[src/rtl/wb_arb_nm.sv]
// N-master classic Wishbone arbiter: round-robin grant, m_cyc locking, one idle
// cycle between owners, and a watchdog that errors out a hung slave access.
module wb_arb_nm #(
    parameter int NM      = 2,
    parameter int AW      = 32,
    parameter int DW      = 32,
    parameter int TIMEOUT = 1024
) (
    input  logic               clk_1x,
    input  logic               rst,
    input  logic [NM-1:0]      m_cyc,
    input  logic [NM-1:0]      m_stb,
    input  logic [NM-1:0]      m_we,
    input  logic [NM*AW-1:0]   m_adr,
    input  logic [NM*DW/8-1:0] m_sel,
    input  logic [NM*DW-1:0]   m_datw,
    output logic [NM-1:0]      m_ack,
    output logic [NM-1:0]      m_err,
    output logic [DW-1:0]      m_datr,
    output logic               wb_cyc,
    output logic               wb_stb,
    output logic               wb_we,
    output logic [AW-1:0]      wb_adr,
    output logic [DW/8-1:0]    wb_sel,
    output logic [DW-1:0]      wb_datw,
    input  logic               wb_ack,
    input  logic               wb_err,
    input  logic [DW-1:0]      wb_datr,
    output logic [NM-1:0]      grant,
    output logic               to_evt
);
    localparam int SW = DW / 8;
    localparam int IW = (NM > 1) ? $clog2(NM) : 1;

    typedef enum logic {S_IDLE, S_BUSY} state_t;

    state_t          r_state, w_state_nx;
    logic [IW-1:0]   r_rr, w_rr_nx;
    logic [IW-1:0]   w_win, w_idx;
    logic            w_any;
    logic            w_busy;
    logic            w_abort;

    logic [AW-1:0]   w_adr_a  [NM];
    logic [SW-1:0]   w_sel_a  [NM];
    logic [DW-1:0]   w_datw_a [NM];

    for (genvar i = 0; i < NM; i++) begin : g_m
        assign w_adr_a[i]  = m_adr[i*AW +: AW];
        assign w_sel_a[i]  = m_sel[i*SW +: SW];
        assign w_datw_a[i] = m_datw[i*DW +: DW];
    end

    // r_rr is both the round-robin pointer and, while BUSY, the owner index.
    // Scanning from farthest to nearest lets the nearest requester after r_rr win.
    always_comb begin
        w_any = 1'b0;
        w_win = r_rr;
        w_idx = '0;
        for (int k = NM; k >= 1; k--) begin
            w_idx = IW'((int'(r_rr) + k) % NM);
            if (m_cyc[w_idx]) begin
                w_any = 1'b1;
                w_win = w_idx;
            end
        end
    end

    assign w_busy = (r_state == S_BUSY) && !rst;

    always_comb begin
        w_state_nx = r_state;
        w_rr_nx    = r_rr;
        case (r_state)
            S_IDLE: if (w_any) begin
                w_state_nx = S_BUSY;
                w_rr_nx    = w_win;
            end
            S_BUSY: if (!m_cyc[r_rr] || w_abort) w_state_nx = S_IDLE;
            default: w_state_nx = S_IDLE;
        endcase
    end

    always_ff @(posedge clk_1x) begin
        if (rst) begin
            r_state <= S_IDLE;
            r_rr    <= IW'(NM - 1);
        end else begin
            r_state <= w_state_nx;
            r_rr    <= w_rr_nx;
        end
    end

    if (TIMEOUT > 0) begin : g_wd
        localparam int CW = $clog2(TIMEOUT + 1);
        logic [CW-1:0] r_cnt;
        logic          w_silent;

        assign w_silent = w_busy && m_cyc[r_rr] && m_stb[r_rr] && !wb_ack && !wb_err;
        assign w_abort  = w_silent && (r_cnt == CW'(TIMEOUT));

        always_ff @(posedge clk_1x) begin
            if (rst || !w_silent || w_abort) r_cnt <= '0;
            else if (r_cnt != CW'(TIMEOUT))  r_cnt <= r_cnt + CW'(1);
        end
    end else begin : g_nowd
        assign w_abort = 1'b0;
    end

    // The abort cycle drops cyc/stb so the slave sees the access withdrawn.
    assign wb_cyc  = w_busy && m_cyc[r_rr] && !w_abort;
    assign wb_stb  = w_busy && m_stb[r_rr] && !w_abort;
    assign wb_we   = w_busy && m_we[r_rr];
    assign wb_adr  = w_busy ? w_adr_a[r_rr]  : '0;
    assign wb_sel  = w_busy ? w_sel_a[r_rr]  : '0;
    assign wb_datw = w_busy ? w_datw_a[r_rr] : '0;
    assign m_datr  = wb_datr;
    assign to_evt  = w_abort;

    always_comb begin
        m_ack = '0;
        m_err = '0;
        grant = '0;
        if (r_state == S_BUSY) grant[r_rr] = 1'b1;
        if (w_busy) begin
            m_ack[r_rr] = wb_ack;
            m_err[r_rr] = wb_err || w_abort;
        end
    end
endmodule

[config.mk]
export PLATFORM = sky130hd
export DESIGN_NAME = wb_arb_nm
export DESIGN_NICKNAME = d
export VERILOG_FILES = /design/src/rtl/wb_arb_nm.sv
export SDC_FILE = /design/constraint.sdc
export NUM_CORES = 1
export LEC_CHECK = 0
export CAP_MARGIN = 20
export CORE_AREA = 2 2 112 114
export DETAILED_ROUTE_END_ITERATION = 16
export DIE_AREA = 0 0 114 116
export PLACE_DENSITY = 0.65
export SLEW_MARGIN = 0
export SYNTH_ARGS = -nofsm -noshare
export SYNTH_HDL_FRONTEND = slang
export SYNTH_SLANG_ARGS = --single-unit
[constraint.sdc]
create_clock -name clk_1x -period 1.2 [get_ports clk_1x]
set_input_delay 0.18 -clock clk_1x [delete_from_list [all_inputs] [get_ports clk_1x]]
set_output_delay 0.18 -clock clk_1x [all_outputs]
set_load 0.03 [all_outputs]
==> results of run 1 <==
## cells in the final DEF (no fill, tap or decap), types with 3 or more instances in the layout
cell             synthesis  layout
nor2b_4                  1       3
nand2b_4                 1       3
buf_6                    8      51
xor2_1                   8       8
a22o_4                   0      69
dfxtp_2                  0       4
buf_4                   33      30
clkdlybuf4s50_1          0     144
nand2_1                  3       3
nor2_1                   9       5
nand3_1                  4       4
nor2_2                  11      12
dfxtp_1                 13       7
nor2_4                   0       3
and2_4                   0       3
nand4_1                  3       3
buf_12                   0      31
clkbuf_16                0       6
## area by class of cell
type	count	area, um2	share of cell area
multi-input cells	135	1820	0.339
inverters	3	11.3	0.00210
repair buffers	262	3000	0.559
clock buffers	4	78.8	0.0147
flip-flops and latches	13	273	0.0508
well taps	147	184	0.0342
## per-layer routing
metal | up-vias | GRT usage | part of all wire
met3 | 12 | 0.0460 | 0.091
li1 | 1167 | - | -
met4 | 0 | 0.0187 | 0.0084
met2 | 147 | 0.246 | 0.51
met5 | - | 0 | 0
met1 | 1151 | 0.178 | 0.39
## path summary, 6_finish.rpt
kind                                            startpoint                    endpoint  slack, ns
worst max-delay path                                   rst                  wb_datw[6]      -0.53
worst min-delay path                                   rst          r_state$_SDFF_PP0_       0.35
worst max register to register           r_rr$_SDFFE_PP1P_  g_wd.r_cnt[2]$_SDFFE_PP0P_      -0.16
worst min register to register  g_wd.r_cnt[0]$_SDFFE_PP0P_  g_wd.r_cnt[0]$_SDFFE_PP0P_       0.51
## power breakdown
| part | internal [uW] | switching (uW) | total, uW | leakage [uW] |
|---|---|---|---|---|
| Combinational | 1120 | 756 | 1870 | 0.00219 |
| Sequential | 440 | 14.4 | 454 | 0.000108 |
| Clock | 448 | 184 | 632 | 0.0000382 |
| Total | 2010 | 955 | 2960 | 0.00233 |
## through the flow
stage / setup WS [ns] / cell area (um2) / cells
final: -0.529 / 5370 / 564
after global routing: -0.608 / 5370 / 564
after CTS: -0.557 / 5170 / 557
after detailed placement: -0.825 / 4850 / 550
after global placement: -0.767 / 4850 / 550
after floorplan: -0.197 / 2460 / 199
## worst max-delay path: stages
cell and delay, ns:
dlygate4sd2_1 0.32, nand2b_4 0.19, nor2_4 0.04, buf_12 0.15, buf_16 0.18, a22o_4 0.30, buf_6 0.14
## synthesized netlist by cell type
library cell	count	area share
a21oi_1	1	0.0029
xor2_1	8	0.040
buf_2	7	0.020
o21ai_1	1	0.0029
nand2_1	3	0.0065
o21bai_1	1	0.0043
nand4_2	1	0.0072
nor2b_1	2	0.0072
xnor2_1	1	0.0050
nand2b_1	2	0.0072
o21a_1	2	0.0086
nor2b_4	1	0.0079
inv_1	3	0.0065
a221o_1	1	0.0057
nor2_2	11	0.039
a22o_1	69	0.35
nor4b_2	1	0.0086
and2_1	3	0.011
nand4_1	3	0.011
nor2_1	9	0.019
mux2_4	2	0.017
dfxtp_1	13	0.15
and4_1	3	0.015
nand4_4	1	0.012
ha_1	2	0.014
buf_4	33	0.14
buf_6	8	0.052
nand3_1	4	0.011
and3_1	1	0.0036
buf_8	1	0.0086
nand2b_4	1	0.0079
## state kept, by name, summed over array words and instances, names as in the netlist
signal	flops
g_wd.r_cnt	11
r_rr	1
r_state	1
## what timing repair did
| item | in CTS | in global routing |
|---|---|---|
| endpoints found under the setup margin | 90 | 89 |
| resized for setup | 50 | 26 |
| cloned | 1 | 4 |
| pin swaps | 7 | 7 |
| setup buffers | 2 | 3 |
## logic make-up (layout without fill, tap and decap cells)
logic type	after synthesis	in the layout	synth area share
AO/OA/AOI/OAI	75	75	0.371
XOR/XNOR	9	9	0.0452
adder cells (fa/ha/maj)	2	2	0.0143
buffers and inverters	52	269	0.229
flip-flops	13	13	0.149
multiplexers	2	2	0.0172
AND/OR/NAND/NOR	46	47	0.175
==> flow_summary.ini, run 1 <==
[sta]
timing.final.ws_setup_ns = -0.529
tightest_slew_ns = 0.251
setup_viol = 88
drv_slew = 0
setup-tns-final_ns = -39.06
finalCriticalPeriod_ns = 1.73
relSlewSlack = 0.833
hold_viol = 0
finClkSkew_ns = 0.000865
grt_setup_unrepaired = yes
fmax_mhz = 578
min_period_over_period = 1.44
hold_slack_ns = 0.355

[setup_path]
worst-setup-path-type = in -> out
start_kind = input pin
rr_worst_depth = 5
worst_ep_required_time_ns = 1.02
cp-end-kind = output pin
worstPathArrival_ns = 1.55
worstPathMaxFanout = 31

[global_route]
grt_overflow = 0
antenna_found_initial = 0
grt_pass1_wl_um = 14500
grt_pass1_vias = 2533
grt_max_degree = 32
track_usage = 0.142

[pwr]
finalPower_uw = 2960
leakagePower_uw = 0.00233
p_per_area_mw_per_mm2 = 551
ir_drop_v = 0.000600

[die]
core_area_mm2 = 0.0119
dieHeight_um = 116
fp.dieW_um = 114
rows = 40
die-area_mm2 = 0.0132
initial_core_util = 0.147
ios = 288

[placement]
gp_congestion = 0.756
port-buffer-count = 223
detailed_place_hpwl_um = 8360

[drt]
first_iter_violations = 109
wire_per_inst_um = 19.2
vias = 2477
dr.pass1.iters = 4
post_drt_via_cell_ratio = 4.39
drc = 0
ant_nets = 0
routed_wirelength_um = 10900

[run_status]
status = complete, but fails checks
violations = setup timing

[cells_and_area]
areaGrowthSynthToFinish_pct = 208
drive_above_1_share = 0.561
utilization = 0.451
antennaDiodeCount = 0
nets = 598
fillers = 1089

[clocking]
cts_tree = done
htree_levels = 1
root_buffer = clkbuf_16
clock_latency_ns = 0.24
path_clk_slew_ns = 0.04
cts.sinks = 13
cts_made_buffers = 3
ctsHoldBuffers = 0
clockBufferDepth = 2

[synth]
ys_seq_area_frac = 0.149
synth_area_mm2 = 0.00175
synth_seq_cells = 13
synthDistinctLibCells = 31
yosys_warnings = 0
syn_nets = 379
avgSynthCellArea_um2 = 8.77
synthCells = 199

[run]
drv_cap = 0

[hold_path]
hp-class = in -> reg
hold_depth = 2
Power figures use the tool's default switching activity.
==> run 2, diff against run 1 <==
Settings changed: PLACE_DENSITY 0.65 to unset.
==> flow_summary.ini, run 2 (synthesized netlist as in run 1, its figures left out) <==
[cells_and_area]
regMostFlops = g_wd.r_cnt
nets = 614
final_common_cell = clkdlybuf4s50_1
final_area_mm2 = 0.00574
areaGrowthSynthToFinish_pct = 229
final_cell_mix = clkdlybuf4s50_1, a22o_4, buf_6, buf_12, buf_4
biggestRegsByFlops = g_wd.r_cnt (11), r_rr (1), r_state (1)
largest_reg_flops = 11
antennaDiodeCount = 0
drive_above_1_share = 0.577
utilization = 0.482

[pwr]
p_per_area_mw_per_mm2 = 536
leakagePower_uw = 0.00250
finalPower_uw = 3080
ir_drop_v = 0.000719

[sta]
hold_viol = 0
timing.final.ws_setup_ns = -0.504
fmax_mhz = 587
finalCriticalPeriod_ns = 1.70
min_period_over_period = 1.42
tightest_slew_ns = 0.222
relSlewSlack = 0.851
setup_viol = 89
finClkSkew_ns = 0.00230
setup-tns-final_ns = -37.13
grt_setup_unrepaired = yes
drv_slew = 0

[clocking]
cts_tree = done
path_clk_slew_ns = 0.04
clock_latency_ns = 0.24
root_buffer = clkbuf_16
cts_made_buffers = 3
clockBufferDepth = 2
cts.sinks = 13
ctsHoldBuffers = 0
htree_levels = 1

[die]
die-area_mm2 = 0.0132
initial_core_util = 0.147
rows = 40
core_area_mm2 = 0.0119
dieHeight_um = 116
ios = 288
fp.dieW_um = 114

[placement]
port-buffer-count = 223
place_area_mm2 = 0.00481
gp_congestion = 0.751
detailed_place_hpwl_um = 8170

[run_status]
status = complete, but fails checks
violations = setup timing

[drt]
wire_per_inst_um = 19.7
drc = 0
first_iter_violations = 71
routed_wirelength_um = 11400
post_drt_via_cell_ratio = 4.39
vias = 2549
ant_nets = 0
dr.pass1.iters = 4

[setup_path]
crit_path_start = r_state$_SDFF_PP0_
start_kind = flop
critPathMaxStageDelay_ns = 0.31
r2r_start = g_wd.r_cnt[3]$_SDFFE_PP0P_
worst_ep_required_time_ns = 1.02
worstPathArrival_ns = 1.52
crit_path_top_delay_cell = dfxtp_2
crit_top_cell = buf_12
worstPathMaxFanout = 8
worst-setup-path-type = reg -> out
cp_cell_sequence = buf_6 > nand2b_4 > nor2_4 > buf_12 > buf_16 > a22o_4 > buf_12
cp-end-kind = output pin

[global_route]
grt_overflow = 0
antenna_found_initial = 0
grt_pass1_vias = 2632
track_usage = 0.156
grt_pass1_wl_um = 15700
grt_max_degree = 14

[hold_path]
hp-class = in -> out
hold_start = wb_datr[21]

[run]
drv_cap = 0
## run 2: cell count changes in the layout (fill, tap and decap cells not counted), sizes merged
cell and change:
buf +16
## run 2: power by group
part / switching, uW / internal, uW / total (uW) / leakage, uW
clock network: 171 / 447 / 618 / 0.0000382
logic: 787 / 1220 / 2010 / 0.00235
registers: 11.2 / 441 / 452 / 0.000108
## run 2: path summary, 6_finish.rpt
kind	end	slack, ns	cells after the start
max	wb_we	-0.50	7
max reg2reg	g_wd.r_cnt[8]$_SDFFE_PP0P_	-0.20	7
min	m_datr[21]	0.36	0
min reg2reg	g_wd.r_cnt[0]$_SDFFE_PP0P_	0.52	2
## run 2: worst max-delay path, delay by kind of cell (launching register included)
| family | cells | cell delay [ns] |
|---|---|---|
| AO/OA/AOI/OAI | 1 | 0.27 |
| buffers and inverters | 4 | 0.57 |
| AND/OR/NAND/NOR | 2 | 0.12 |
| flip-flops | 1 | 0.31 |
## run 2: layout make-up
class,instances,area [um2]
Timing Repair Buffer,278,3370
Multi-Input combinational cell,135,1820
Inverter,3,11.3
Clock buffer,4,78.8
Tap cell,147,184
Fill cell,1051,6180
Sequential cell,13,270
## run 2: per-stage QoR
stage          hold WS [ns]  std cells  setup WS [ns]
2_1_floorplan         0.242        199         -0.197
3_3_place_gp          0.360        550         -0.653
3_5_place_dp          0.360        550         -0.663
4_1_cts               0.360        577         -0.514
5_1_grt               0.360        580         -0.560
6_report              0.360        580         -0.504
## run 2: routing by layer
layer  part of all wire  up-vias  wire [um]  track usage
met5                  0        -          0            0
met3               0.11       22       1210       0.0560
met1               0.38     1182       4290        0.181
met2               0.51      142       5830        0.287
met4             0.0087        0         99       0.0154
li1                   -     1203          -            -
## run 2: timing repair
action                                  in CTS  in global routing
buffers inserted                            12                  2
resized for setup                           98                  4
pin swaps                                   30                 30
endpoints found under the setup margin      90                 90
cloned                                      13                  3
==> run 3, diff against run 2 <==
Settings changed: PLACE_DENSITY set to 0.58.
==> flow_summary.ini, run 3 (synthesized netlist as in run 1, its figures left out) <==
[sta]
setup_viol = 89
finClkSkew_ns = 0.00197
hold_viol = 0
drv_slew = 0
grt_setup_unrepaired = yes
min_period_over_period = 1.44
hold_slack_ns = 0.360
fmax_mhz = 580
tightest_slew_ns = 0.209
timing.final.ws_setup_ns = -0.524
finalCriticalPeriod_ns = 1.72
relSlewSlack = 0.860

[global_route]
antenna_found_initial = 0
grt_pass1_vias = 2676
track_usage = 0.147
grt_overflow = 0
grt_pass1_wl_um = 15000
grt_max_degree = 24

[drt]
post_drt_via_cell_ratio = 4.35
routed_wirelength_um = 10700
vias = 2475
ant_nets = 0
drc = 0
first_iter_violations = 117
dr.pass1.iters = 4
wire_per_inst_um = 18.8

[run_status]
status = complete, but fails checks
violations = setup timing

[cells_and_area]
regMostFlops = g_wd.r_cnt
utilization = 0.443
nets = 603
final_cells = 569
largest_reg_flops = 11
final_cell_mix = clkdlybuf4s50_1, a22o_4, buf_6, buf_4, buf_12
multi_input_area_mm2 = 0.00180
areaGrowthSynthToFinish_pct = 202
biggestRegsByFlops = g_wd.r_cnt (11), r_rr (1), r_state (1)
final_common_cell = clkdlybuf4s50_1
seqCellArea_um2 = 270
drive_above_1_share = 0.547
fillers = 1118
antennaDiodeCount = 0

[die]
dieHeight_um = 116
rows = 40
ios = 288
die-area_mm2 = 0.0132
core_area_mm2 = 0.0119
fp.dieW_um = 114
initial_core_util = 0.147

[clocking]
clock_latency_ns = 0.25
htree_levels = 1
ctsHoldBuffers = 0
cts_made_buffers = 3
root_buffer = clkbuf_16
clockBufferDepth = 2
cts.sinks = 13
cts_tree = done
path_clk_slew_ns = 0.04

[setup_path]
crit_path_top_delay_cell = dfxtp_4
critPathMaxStageDelay_ns = 0.38
worst_ep_required_time_ns = 1.02
worstPathArrival_ns = 1.54
cp-end-kind = output pin
worst-setup-path-type = reg -> out
start_kind = flop
worstPathMaxFanout = 18
crit_buf_inv = 4
critPathTopFamily = buffers and inverters
crit_top_cell = buf_6
rr_worst_depth = 6
cp_cell_sequence = buf_6 > nor2_4 > buf_4 > buf_16 > a22o_4 > buf_6
path_depth = 6

[hold_path]
hp-class = in -> out
hold_depth = 0

[placement]
port-buffer-count = 223
gp_congestion = 0.774
dp_cells = 556
pre_cts_slack_ns = -0.724
detailed_place_hpwl_um = 8740

[pwr]
ir_drop_v = 0.000423
leakagePower_uw = 0.00233
p_per_area_mw_per_mm2 = 554

[run]
drv_cap = 0
-- run 3: changes by cell type in the layout (fill, tap and decap cells not counted), sizes merged --
| cell | previous run | this run |
|---|---|---|
| clkbuf | 7 | 4 |
| buf | 130 | 122 |
-- run 3: through the flow --
step | total power (uW) | setup TNS [ns] | area (um2)
after detailed placement | 2170 | -56.25 | 4820
after global routing | 3030 | -44.01 | 5270
final | 2920 | -38.54 | 5270
after CTS | 2930 | -39.42 | 5190
after global placement | 2170 | -55.22 | 4820
after floorplan | 1430 | -9.05 | 2460
-- run 3: final timing paths --
check / startpoint / to / slack, ns
max: r_rr$_SDFFE_PP1P_ / wb_datw[3] / -0.52
min: wb_datr[19] / m_datr[19] / 0.36
max reg2reg: r_rr$_SDFFE_PP1P_ / g_wd.r_cnt[7]$_SDFFE_PP0P_ / -0.21
min reg2reg: g_wd.r_cnt[0]$_SDFFE_PP0P_ / g_wd.r_cnt[0]$_SDFFE_PP0P_ / 0.52
-- run 3: report_power, final --
| part | total, uW | switching, uW | internal, uW |
|---|---|---|---|
| combinational | 1820 | 736 | 1090 |
| clock | 645 | 196 | 449 |
| sequential | 453 | 13.1 | 440 |
-- run 3: final cells by class --
type,instances,area share
Clock buffer,4,0.0150
Inverter,3,0.00214
Multi-Input combinational cell,135,0.341
Sequential cell,13,0.0513
Tap cell,147,0.0349
Timing Repair Buffer,267,0.556
-- run 3: per-layer routing --
metal / global-route usage / up-vias / routed length (um)
met3: 0.0533 / 15 / 1170
li1: - / 1176 / -
met5: 0 / - / 0
met4: 0.0301 / 0 / 140
met1: 0.175 / 1145 / 4080
met2: 0.256 / 139 / 5320
-- run 3: what timing repair did --
| item | 4_1_cts | 5_1_grt |
|---|---|---|
| setup buffers | 5 | 2 |
| cloned | 2 | 0 |
| pin swaps | 4 | 3 |
| gates resized for setup | 58 | 19 |
| setup endpoints to repair | 90 | 90 |
==> RTL change 1: new RTL, flow settings as in run 2 <==
Change the parameter `TIMEOUT` from 1024 to 512.
--- a/src/rtl/wb_arb_nm.sv
+++ b/src/rtl/wb_arb_nm.sv
@@ -6,3 +6,3 @@
     parameter int DW      = 32,
-    parameter int TIMEOUT = 1024
+    parameter int TIMEOUT = 512
 ) (
Function: same outputs for any inputs over 10 cycles, from zero or initial values and one cycle with rst high; that may be too few to reach the edited logic, so the function may still have changed.
==> RTL change 1 against run 2 <==
  * The flow still finishes with violations (negative setup slack)
  * Hold slack is the same
  * Power grew 37%
  * Die area did not move
  * Synthesized cell count is 31% higher
  * Area after synthesis grew 11%
  * Critical path depth did not move
  * Final cell count increased by 15%
  * Design area grew 12%
  * Setup slack lost 150 ps
  * Via count rose by 11%
  * Sequential cell count fell by 1
  * Combinational power is 54% higher
  * Routed wire length is 0.18% higher
  * Clock power is 12% higher
  * Critical endpoint is now m_err[0]
  * Largest power group unchanged
==> RTL change 1: results (changes against run 2) <==
Synthesis
  – Fraction of synthesized cell area in xor and xnor cells: 3.62% (was 4.52%)
  – Synthesized Nets: 440 (was 379)
  – Compound-Gate Fraction of Synth Area: 1.42% (was 37.1%)
  – Yosys reg bits: 12 (was 13)
  – Synth cell count leaders: 83 x nor2_1, 69 x mux2i_1, 35 x buf_4, 12 x dfxtp_1, 7 x clkbuf_1 (was 69 x a22o_1, 33 x buf_4, 13 x dfxtp_1, 11 x nor2_2, 9 x nor2_1)
  – Synth top area cells: mux2i_1 36%, nor2_1 16%, buf_4 14%, dfxtp_1 12%, xor2_1 2.7% (was a22o_1 35%, dfxtp_1 15%, buf_4 14%, buf_6 5.2%, xor2_1 4.0%)
  – Adder-cell share of the synthesized area: 1.29% (was 1.43%)

Outcome
  – Outcome: finished with violations (unchanged)
  – Failing checks: negative setup slack (unchanged)

Global route
  – Total track usage: 15.0% (was 15.6%)
  – Met1 usage: 16.9% (was 18.1%)
  – First-pass GRT wire length: 15800 um (was 15700 um)
  – Largest net degree at the start of global routing: 13 (was 14)
  – Met2 GRT Util: 28.9% (was 28.7%)
  – Vias in the first global route: 3034 (was 2632)
  – Met3 usage: 3.45% (was 5.60%)

Critical path
  – Max Fanout on Critical Path: 2 (was 8)
  – Critical R2R Capture: g_wd.r_cnt[1]$_SDFFE_PP0P_ (was g_wd.r_cnt[8]$_SDFFE_PP0P_)
  – Slowest stage delay, CP: 330 ps (was 310 ps)
  – FF-to-FF Start: r_rr$_SDFFE_PP1P_ (was g_wd.r_cnt[3]$_SDFFE_PP0P_)
  – CP Data Arrival Time: 1680 ps (was 1520 ps)
  – Critical Path Start: g_wd.r_cnt[2]$_SDFFE_PP0P_ (was r_state$_SDFF_PP0_)
  – CP endpoint: m_err[0] (was wb_we)
  – Depth of the most critical reg-to-reg path: 5 (was 7)

Finish
  – Share of layout cells above drive strength 1: 62.5% (was 57.7%)
  – Regs by FF count: g_wd.r_cnt (10), r_rr (1), r_state (1) (was g_wd.r_cnt (11), r_rr (1), r_state (1))
  – Fillers: 1008 (was 1051)

Pwr
  – Seq. pwr: 426 uW (was 452 uW)
  – Clock power share: 16.4% (was 20.1%)
  – Internal: 2.71 mW (was 2.11 mW)
  – VDD IR-drop max: 0.748 mV (was 0.719 mV)

Place
  – Dpl ws: -1060 ps (was -663 ps)
  – Post-DP HPWL: 8110 um (was 8170 um)
  – Placer congestion estimate: 0.747 (was 0.751)

Routing
  – DR WL met3: 1000 um (was 1210 um)
  – DRT met1 WL: 4090 um (was 4290 um)
  – Final wirelength: 11400 um (about the same)
  – Via count: 2835 (was 2549)
  – Initial DRC count: 70 (was 71)

Clocking
  – PostCTS Resize Cnt: 360 (was 98)
  – Post-CTS setup buffer count: 31 (was 12)

Hold path
  – Hold wc startpoint: wb_datr[1] (was wb_datr[21])
  – Min-Delay Endpoint: m_datr[1] (was m_datr[21])

Timing
  – Setup-failing EPs final: 90 (was 89)
  – Max-slew headroom: 83.0% (was 85.1%)
  – Final Worst Setup Slack: -658 ps (was -504 ps)
## RTL change 1: changes by cell type in the layout (fill, tap and decap cells not counted), sizes merged, moves of 3 or more
cell	run 2	this run
mux2i	0	70
a22o	69	0
nor2	20	83
buf	130	158
and3	1	4
nand4	5	2
nor3	0	3
## RTL change 1: metrics by stage
stage / hold WS [ps] / power, mW / std cells / util (%)
detailed placement: 360 / 2.51 / 625 / 39.9
global route: 360 / 4.38 / 667 / 53.8
CTS: 360 / 3.90 / 664 / 49.8
floorplan: 274 / 1.72 / 260 / -
finish: 360 / 4.22 / 667 / 53.8
global placement: 360 / 2.50 / 625 / 39.9
## RTL change 1: layout make-up
cell class	instances	area share [%]
Inverter	2	0.117
Clock buffer	4	1.39
Sequential cell	12	3.87
Tap cell	147	2.87
Timing Repair Buffer	305	52.9
Multi-Input combinational cell	197	38.8
## RTL change 1: critical path, delay by kind of cell (launching register included)
kind            cells  cell delay (ps)
flops               1              330
buf+inv             3              430
compound gates      1               60
simple gates        3              610
==> RTL change 2: new RTL, settings of run 2 <==
Made on the original files. Reset style: asynchronous (`rst`), changed in one clocked block.
--- a/src/rtl/wb_arb_nm.sv
+++ b/src/rtl/wb_arb_nm.sv
@@ -83,3 +83,3 @@
 
-    always_ff @(posedge clk_1x) begin
+    always_ff @(posedge clk_1x or posedge rst) begin
         if (rst) begin
Formal check against the unedited RTL: differs if rst is asserted again (counterexample within 4 cycles, from zero or initial values and one cycle with rst high); with rst held inactive, the same outputs for 10 cycles.
==> RTL change 2 against run 2 <==
  * Sequential cell count unchanged
  * Hold slack worse by 82 ps
  * Routed wire length fell by 6.7%
  * Setup slack got worse by 450 ps
  * Design area shrank 7.9%
  * Count of clock-buffer cells in the layout did not move
  * The run still ends with negative setup slack left
  * Fmax shrank 21%
  * Area after synthesis down 7.0%
Power is not compared: it rests on default switching activity, and its combinational part moved more than twofold at a synthesized area within 25%.
==> RTL change 2: results (changes against run 2) <==
Synthesis
  – Syn Area/Cell: 8.16 sq um (was 8.77 sq um)
  – Synth cell count leaders: 69 x a22o_1, 32 x buf_4, 16 x nor2_1, 15 x clkbuf_1, 11 x dfxtp_1 (was 69 x a22o_1, 33 x buf_4, 13 x dfxtp_1, 11 x nor2_2, 9 x nor2_1)
  – Yosys cell types: 34 (was 31)
  – Synth async-reset ratio: 15.4% (was 0%)
  – Synth warnings: 0 (unchanged)
  – Synthesized Nets: 379 (unchanged)
  – Ys flop type: dfxtp_1 (unchanged)
  – Part of the Yosys area used for sequential elements: 16.7% (was 14.9%)
  – Synth top area cells: a22o_1 37%, buf_4 15%, dfxtp_1 14%, xnor2_1 4.3%, nor2_1 3.7% (was a22o_1 35%, dfxtp_1 15%, buf_4 14%, buf_6 5.2%, xor2_1 4.0%)

Global route
  – First-pass GRT wire length: 15000 um (was 15700 um)
  – Total track usage: 14.6% (was 15.6%)
  – Vias in the first global route: 2714 (was 2632)
  – Largest net degree at the start of global routing: 13 (was 14)
  – Antenna violations before repair: 0 (unchanged)

Clocking
  – Worst-Skew Late Latency: 250 ps
  – Num CTS Buffers: 3 (unchanged)
  – Max Buffers Root-to-Sink: 2 (unchanged)
  – Reg clk slew, reported paths: 50 ps
  – Htree depth: 1 (unchanged)
  – Root Driver: clkbuf_16 (unchanged)

Critical path
  – CP top delay family: simple AND/OR/NAND/NOR gates (was buffers and inverters)
  – CP Data Arrival Time: 1970 ps (was 1520 ps)
  – Max Fanout on Critical Path: 4 (was 8)
  – Slowest stage delay, CP: 560 ps (was 310 ps)
  – Crit-path slowest cell: dfstp_2 (was dfxtp_2)

Place
  – Post-DP HPWL: 8140 um (was 8170 um)
  – Post-placement cell count: 563 (was 550)
  – I/O Buffers: 223 (unchanged)
  – Dpl ws: -1200 ps (was -663 ps)
  – Placer congestion estimate: 0.778 (was 0.751)

Timing
  – Worst-margin pin slew: 301 ps (was 222 ps)
  – Clock skew: 1.15 ps (was 2.30 ps)
  – Setup-failing EPs final: 90 (was 89)
  – Final Worst Setup Slack: -955 ps (was -504 ps)

Routing
  – Initial DRC count: 87 (was 71)
  – Final wirelength: 10700 um (was 11400 um)
  – Drt pass-1 iters: 3 (was 4)
  – Vias per inst: 4.33 (was 4.39)
  – Routed len/inst: 18.0 um (was 19.7 um)

Finish
  – Antenna Cells: 0 (unchanged)
  – Regs by FF count: g_wd.r_cnt (11), r_rr (1), r_state (1) (unchanged)
  – Share of layout cells above drive strength 1: 45.7% (was 57.7%)
  – Fillers: 1103 (was 1051)
  – Nets: 625 (was 614)

Pwr
  – VDD IR-drop max: 0.516 mV
  – Static leakage: about 2.3 nW

Outcome
  – Failing checks: negative setup slack (unchanged)
  – Outcome: finished with violations (unchanged)

Hold path
  – Hold WC Path Type: in2async (was in2out)
RTL change 2: area by class of cell:
| type | count | area share [%] |
|---|---|---|
| Clock buffer | 4 | 1.49 |
| Timing Repair Buffer | 288 | 63.5 |
| Inverter | 6 | 0.426 |
| Multi-Input combinational cell | 133 | 25.9 |
| Tap cell | 147 | 3.48 |
| Sequential cell | 13 | 5.14 |
RTL change 2: cells by family after synthesis:
family | share of synthesized area, %
compound gates | 39.3
xor+xnor | 4.85
fa+ha+maj | 1.54
buf+inv | 21.0
flops | 16.7
mux | 1.54
simple gates | 15.0
RTL change 2: report_power, final:
part | switching (mW) | internal (mW) | total, mW
registers | 0.0286 | 0.474 | 0.502
clock network | 0.197 | 0.449 | 0.647
logic | 2.58 | 3.33 | 5.91
total | 2.81 | 4.25 | 7.06
RTL change 2: routing by layer:
layer | wire length [um] | part of all wire, % | global-route usage (%) | up-vias
met5 | 0 | 0 | 0 | -
met1 | 4060 | 38 | 17.1 | 1163
met4 | 167 | 1.6 | 3.41 | 0
li1 | - | - | - | 1223
met2 | 5320 | 50 | 26.0 | 159
met3 | 1110 | 10 | 4.60 | 13
RTL change 2: worst paths after layout:
kind                                             from                          to  cells after the start  slack, ps
setup / recovery                     r_rr$_DFFE_PP1P_                    m_err[0]                      6       -950
hold / removal                                    rst           r_state$_DFF_PP0_                      3        280
setup reg to reg                     r_rr$_DFFE_PP1P_  g_wd.r_cnt[6]$_SDFFE_PP0P_                      7       -730
hold reg to reg            g_wd.r_cnt[0]$_SDFFE_PP0P_  g_wd.r_cnt[0]$_SDFFE_PP0P_                      2        520
max in group asynchronous                         rst            r_rr$_DFFE_PP1P_                      3        720
min in group clk_1x                       wb_datr[18]                  m_datr[18]                      0        360
RTL change 2: what timing repair did:
action / CTS / global route
cloned: 8 / 0
gates resized for setup: 115 / 18
buffers inserted: 12 / 7
pin swaps: 18 / 4
endpoints found under the setup margin: 90 / 90
hold endpoints to repair: 0 / 0
RTL change 2: per-stage QoR:
step	hold slack (ps)	TNS (ps)	area, sq um
2_1_floorplan	-79.5	-34510	1810
3_3_place_gp	360	-62920	4350
3_5_place_dp	360	-67090	4350
4_1_cts	279	-67140	5200
5_1_grt	312	-73410	5280
6_report	278	-68420	5280
RTL change 2: worst reg2reg max path: stages (launching register included):
cell and delay, ps:
dfstp_2 560, mux2_4 170, or4b_4 480, buf_4 160
buf_6 100, buf_4 130, nand2b_4 170, nor2_1 100
